`src/rtl/uart_pkg.sv`:
```
`default_nettype none
// ----------------------------------------------------------------------------
// uart_pkg: shared types and defaults for the UART transmit arbiter. Rev 1.0
// ----------------------------------------------------------------------------
package uart_pkg;

  typedef enum logic [1:0] {
    ST_IDLE      = 2'd0,
    ST_WAIT_BUSY = 2'd1,
    ST_WAIT_DONE = 2'd2
  } state_e;

  localparam int unsigned DEF_N            = 4;
  localparam int unsigned DEF_BUSY_TIMEOUT = 8;
  localparam int unsigned BIT_PERIOD       = 279;

  // Index width for N entries; a single entry still needs one bit.
  function automatic int unsigned idx_width(input int unsigned n);
    return (n > 1) ? $clog2(n) : 1;
  endfunction

endpackage
`default_nettype wire

```
`src/rtl/rr_pick.sv`:
```
`default_nettype none
// ----------------------------------------------------------------------------
// rr_pick: rotating-priority picker, first set request at or after ptr. Rev 1.0
// ----------------------------------------------------------------------------
module rr_pick
  import uart_pkg::*;
#(
  parameter int unsigned N  = DEF_N,
  parameter int unsigned PW = idx_width(DEF_N)
) (
  input  logic [N-1:0]  req_i,
  input  logic [PW-1:0] ptr_i,
  output logic [N-1:0]  win_o,
  output logic [PW-1:0] win_idx_o,
  output logic          any_o
);

  logic [PW:0] w_pos;

  // Scan from the farthest offset down so the nearest hit is the last write.
  always_comb begin
    w_pos     = '0;
    win_idx_o = '0;
    any_o     = |req_i;
    for (int i = int'(N) - 1; i >= 0; i--) begin
      w_pos = {1'b0, ptr_i} + (PW+1)'(i);
      if (w_pos >= (PW+1)'(N)) begin
        w_pos = w_pos - (PW+1)'(N);
      end
      if (req_i[w_pos[PW-1:0]]) begin
        win_idx_o = w_pos[PW-1:0];
      end
    end
    win_o            = '0;
    win_o[win_idx_o] = any_o;
  end

endmodule
`default_nettype wire

```
`src/rtl/uart_tx_arbiter.sv`:
```
`default_nettype none
// ----------------------------------------------------------------------------
// uart_tx_arbiter: round-robin sharing of one UART transmitter among N producers. Rev 1.0
// ----------------------------------------------------------------------------
module uart_tx_arbiter
  import uart_pkg::*;
#(
  parameter int unsigned N            = DEF_N,
  parameter int unsigned BUSY_TIMEOUT = DEF_BUSY_TIMEOUT
) (
  input  logic           clk_i,
  input  logic           rst_ni,
  input  logic [N-1:0]   req_i,
  input  logic [8*N-1:0] req_data_i,
  output logic [N-1:0]   ack_o,
  output logic [N-1:0]   gnt_o,
  output logic           busy_o,
  output logic           err_o,
  output logic           tx_en_o,
  output logic [7:0]     tx_data_o,
  input  logic           tx_rdy_i
);

  localparam int unsigned PW = idx_width(N);
  localparam int unsigned CW = $clog2(BUSY_TIMEOUT + 1);

  state_e          state_q, state_d;
  logic [PW-1:0]   ptr_q, ptr_d;
  logic [PW-1:0]   win_q, win_d;
  logic [CW-1:0]   cnt_q, cnt_d;
  logic [N-1:0]    gnt_q, gnt_d;
  logic [N-1:0]    ack_q, ack_d;
  logic            err_q, err_d;
  logic            tx_en_q, tx_en_d;
  logic [7:0]      tx_data_q, tx_data_d;

  logic [N-1:0]    w_win;
  logic [PW-1:0]   w_idx;
  logic            w_any;
  logic [CW-1:0]   w_cnt_inc;

  rr_pick #(
    .N  (N),
    .PW (PW)
  ) u_pick (
    .req_i     (req_i),
    .ptr_i     (ptr_q),
    .win_o     (w_win),
    .win_idx_o (w_idx),
    .any_o     (w_any)
  );

  assign w_cnt_inc = cnt_q + CW'(1);

  always_comb begin
    state_d   = state_q;
    ptr_d     = ptr_q;
    win_d     = win_q;
    cnt_d     = cnt_q;
    gnt_d     = gnt_q;
    ack_d     = '0;
    err_d     = 1'b0;
    tx_en_d   = 1'b0;
    tx_data_d = tx_data_q;
    case (state_q)
      ST_IDLE: begin
        if (w_any && tx_rdy_i) begin
          gnt_d     = w_win;
          ack_d     = w_win;
          win_d     = w_idx;
          tx_data_d = req_data_i[{w_idx, 3'b000} +: 8];
          tx_en_d   = 1'b1;
          cnt_d     = '0;
          state_d   = ST_WAIT_BUSY;
        end
      end
      // rdy stays high for two edges after en, so only its fall is meaningful here.
      ST_WAIT_BUSY: begin
        if (!tx_rdy_i) begin
          state_d = ST_WAIT_DONE;
        end else if (w_cnt_inc == CW'(BUSY_TIMEOUT)) begin
          err_d   = 1'b1;
          gnt_d   = '0;
          state_d = ST_IDLE;
        end else begin
          cnt_d = w_cnt_inc;
        end
      end
      ST_WAIT_DONE: begin
        if (tx_rdy_i) begin
          gnt_d   = '0;
          ptr_d   = (win_q == PW'(N - 1)) ? '0 : win_q + PW'(1);
          state_d = ST_IDLE;
        end
      end
      default: begin
        gnt_d   = '0;
        state_d = ST_IDLE;
      end
    endcase
  end

  always_ff @(posedge clk_i or negedge rst_ni) begin
    if (!rst_ni) begin
      state_q   <= ST_IDLE;
      ptr_q     <= '0;
      win_q     <= '0;
      cnt_q     <= '0;
      gnt_q     <= '0;
      ack_q     <= '0;
      err_q     <= 1'b0;
      tx_en_q   <= 1'b0;
      tx_data_q <= 8'h00;
    end else begin
      state_q   <= state_d;
      ptr_q     <= ptr_d;
      win_q     <= win_d;
      cnt_q     <= cnt_d;
      gnt_q     <= gnt_d;
      ack_q     <= ack_d;
      err_q     <= err_d;
      tx_en_q   <= tx_en_d;
      tx_data_q <= tx_data_d;
    end
  end

  assign ack_o     = ack_q;
  assign gnt_o     = gnt_q;
  assign busy_o    = |gnt_q;
  assign err_o     = err_q;
  assign tx_en_o   = tx_en_q;
  assign tx_data_o = tx_data_q;

endmodule
`default_nettype wire

```
`config.mk`:
```
export PLATFORM = sky130hd
export DESIGN_NAME = uart_tx_arbiter
export DESIGN_NICKNAME = d
export VERILOG_FILES = /design/src/rtl/uart_pkg.sv /design/src/rtl/rr_pick.sv /design/src/rtl/uart_tx_arbiter.sv
export SDC_FILE = /design/constraint.sdc
export NUM_CORES = 1
export LEC_CHECK = 0
export CORE_UTILIZATION = 47
export CTS_CLUSTER_DIAMETER = 60
export DETAILED_ROUTE_END_ITERATION = 6
export PLACE_DENSITY = 0.84
export SLEW_MARGIN = 10
export SYNTH_ARGS = -nofsm -noshare
export SYNTH_HDL_FRONTEND = slang
export SYNTH_HIERARCHICAL = 1
export SYNTH_SLANG_ARGS = --single-unit
export TNS_END_PERCENT = 100
```
`constraint.sdc`:
```
create_clock -name clk_i -period 4.9 [get_ports clk_i]
set_input_delay 0.98 -clock clk_i [delete_from_list [all_inputs] [get_ports clk_i]]
set_output_delay 0.98 -clock clk_i [all_outputs]
set_load 0.03 [all_outputs]
```
==> impl_metrics.env <==
export IMPL_yosys_mux_area_fraction_pct=20.8
export IMPL_slew_headroom_pct=58.3
export IMPL_first_iter_violations=22
export IMPL_synth_cell_types=42
export IMPL_netlist_area_mm2=0.00157
export IMPL_ys_flop_type="dfrtp_1"
export IMPL_post_cts_buffers=0
export IMPL_grt_usage_pct=20.5
export IMPL_vias=1267
export IMPL_clk_latency_ns=0.33
export IMPL_yosys_cell_count_top_type="dfrtp_1"
export IMPL_synth_nets=171
export IMPL_async_flop_share_pct=100
export IMPL_multi_input_area_um2=781
export IMPL_synthTopCellsByArea="dfrtp_1, mux4_2, mux2_2"
export IMPL_grt_pass1_wl_um=5400
export IMPL_powerDensity_mw_per_mm2=455
export IMPL_synthXorXnorAreaFrac_pct=1.12
export IMPL_critical_path_class="in2reg"
export IMPL_dr_pass1_iters=4
export IMPL_crit_family="buffers and inverters"
export IMPL_worstHoldPathCells=1
export IMPL_postRouteAntennaNets=0
export IMPL_crit_path_cell_trace="clkdlybuf4s50_1, a21boi_1, o22ai_1, a31oi_1, buf_4, mux4_2, mux2_2"
export IMPL_finalMaxSlewViolations=0
export IMPL_grt_max_degree=29
export IMPL_ioPinCount=58
export IMPL_cts_buffer_depth=2
export IMPL_reg2reg_depth=6
export IMPL_cp_slowest_stage_delay_ns=0.61
export IMPL_finalSetupViolCount=0
export IMPL_yosys_warnings=6
export IMPL_gp_congestion=0.782
export IMPL_die_width_um=59.7
export IMPL_grt_antenna_before_repair=0
export IMPL_crit_required_ns=5.13
export IMPL_synth_top_area_share_pct=44.8
export IMPL_final_layout_size_suffix_gt1_share_pct=16.8
export IMPL_synthAdderAreaFrac_pct=1.60
export IMPL_dieArea_mm2=0.00357
export IMPL_setup_tns_ns=0
export IMPL_hold_violations=0
export IMPL_status="finished clean"
export IMPL_fin_crit_ns=2.86
export IMPL_grt_overflow=0
export IMPL_final_util_pct=70.8
export IMPL_p_leak_nw=0.931
export IMPL_path_max_fanout=9
export IMPL_slowest_stage="clkdlybuf4s50_1"
export IMPL_ys_top_cells_by_count="dfrtp_1, mux2_2, a21oi_1, mux4_2"
export IMPL_chipHeight_um=59.7
export IMPL_critPathLaunchType="primary input"
export IMPL_start_util_pct=50.4
export IMPL_ys_seq_elements=28
export IMPL_period_share_pct=58.4
export IMPL_first_global_vias=1212
export IMPL_cts_made_buffers=3
export IMPL_path_clk_slew_ns=0.15
export IMPL_max_freq_mhz=349
export IMPL_synth_compound_area_share_pct=15.2
export IMPL_cts_tree="yes"
export IMPL_worst_path_stages=7
export IMPL_endpoint_kind="register"
export IMPL_fill_cells=223
export IMPL_yosysTopAreaCell="dfrtp_1"
export IMPL_final_nets=227
export IMPL_viasPerCell=5.53
export IMPL_synthCells=130
export IMPL_cts_hold_buffers_added=0
export IMPL_wirelength_um=3540
export IMPL_clkSinkCount=28
export IMPL_worst_slew_pin_transition_ns=0.625
export IMPL_clock_skew_ns=0.00414
export IMPL_path_buf_inv=2
export IMPL_hpwl_um=2660
export IMPL_max_cap_violations=0
export IMPL_cts_root_buf="clkbuf_4"
export IMPL_n_antenna_cell=0
export IMPL_synth_top_family_by_area="multiplexers"
export IMPL_seq_area_um2=701
export IMPL_rsz0062_at_grt="no"
export IMPL_ctsHtreeMaxLevel=1
export IMPL_synth_simple_gate_area_share_pct=11.2
export IMPL_syn_area_per_cell_um2=12.0
export IMPL_core_area_mm2=0.00310
export IMPL_power_uw=999
export IMPL_worstPathArrival_ns=3.10
export IMPL_syn_to_final_growth_pct=40.4
export IMPL_cts_resized=0
export IMPL_num_rows=20
export IMPL_peakVddDrop_uv=169
export IMPL_portBuffers=57
export IMPL_synth_seq_area_share_pct=44.8
export IMPL_drc_errors=0
export IMPL_synth_edf_count=0
export IMPL_hp_class="reg2reg"
export IMPL_wl_per_cell_um=15.4
placed cells by master (no fill, tap or decap), types with 2 or more instances in the layout:
cell type        synthesis  layout
a21o_1                   4       4
nand3_1                  4       4
a21oi_1                  8       8
dfrtp_1                 28      28
o21ai_0                  2       2
clkdlybuf4s50_1          0      57
mux4_2                   8       8
clkbuf_4                 0       3
nand2_1                  6       6
nor2_1                   6       6
o221a_2                  2       2
and2_1                   5       5
buf_4                    4       2
o21ai_1                  2       2
a31oi_1                  2       2
nand3b_1                 2       2
inv_1                    6       6
xnor2_1                  2       2
ha_1                     2       2
mux2_2                  12      12
state kept, by name, indices dropped and copies added (netlist names):
name,flops
ptr_q,2
win_q,2
state_q,2
gnt_o,4
cnt_q,4
tx_data_o,8
ack_o,4
tx_en_o,1
err_o,1
through the flow:
step | worst slack (ns) | hold WS (ns) | std cells | cell area (um^2)
floorplan | 2.35 | 0.456 | 130 | 1570
global placement | 1.77 | 0.480 | 225 | 2140
detailed placement | 1.69 | 0.485 | 225 | 2140
CTS | 2.04 | 0.513 | 229 | 2200
global route | 1.95 | 0.542 | 229 | 2200
finish | 2.04 | 0.516 | 229 | 2200
layout make-up:
| type | instances | area share (%) |
|---|---|---|
| Multi-Input combinational cell | 88 | 35.5 |
| Sequential cell | 28 | 31.9 |
| Timing Repair Buffer | 59 | 26.7 |
| Tap cell | 44 | 2.51 |
| Clock inverter | 1 | 1.37 |
| Clock buffer | 3 | 1.03 |
| Inverter | 6 | 1.03 |
layer usage:
metal,wire [um],GRT usage [%],up-vias,share of wire [%]
met5,0,0,-,0
met4,27,5.98,0,0.76
met3,220,4.11,4,6.2
met2,1760,36.8,45,50
met1,1530,24.7,624,43
li1,-,-,594,-
worst paths after layout:
kind	start	to	slack [ns]
worst min-delay path	gnt_o[1]	gnt_o[1]	0.52
worst max register to register	ptr_q[1]	tx_data_o[5]	2.66
worst min register to register	gnt_o[1]	gnt_o[1]	0.52
max in group asynchronous	rst_ni	cnt_q[2]	3.64
min in group asynchronous	rst_ni	tx_en_o	1.01
worst max-delay path	req_i[1]	tx_data_o[5]	2.04
where the power goes:
part / switching [mW] / total [mW] / internal [mW] / leakage [nW]
combinational: 0.233 / 0.482 / 0.249 / 0.545
sequential: 0.0654 / 0.365 / 0.299 / 0.358
clock: 0.0693 / 0.152 / 0.0828 / 0.0279
total: 0.368 / 0.999 / 0.631 / 0.931
logic make-up after synthesis:
logic type      count (synthesis)
flops                          28
compound gates                 32
fa+ha+maj                       2
buf+inv                        14
xor+xnor                        2
simple gates                   31
mux                            21
Note: power is estimated with default switching activity, not from simulation.
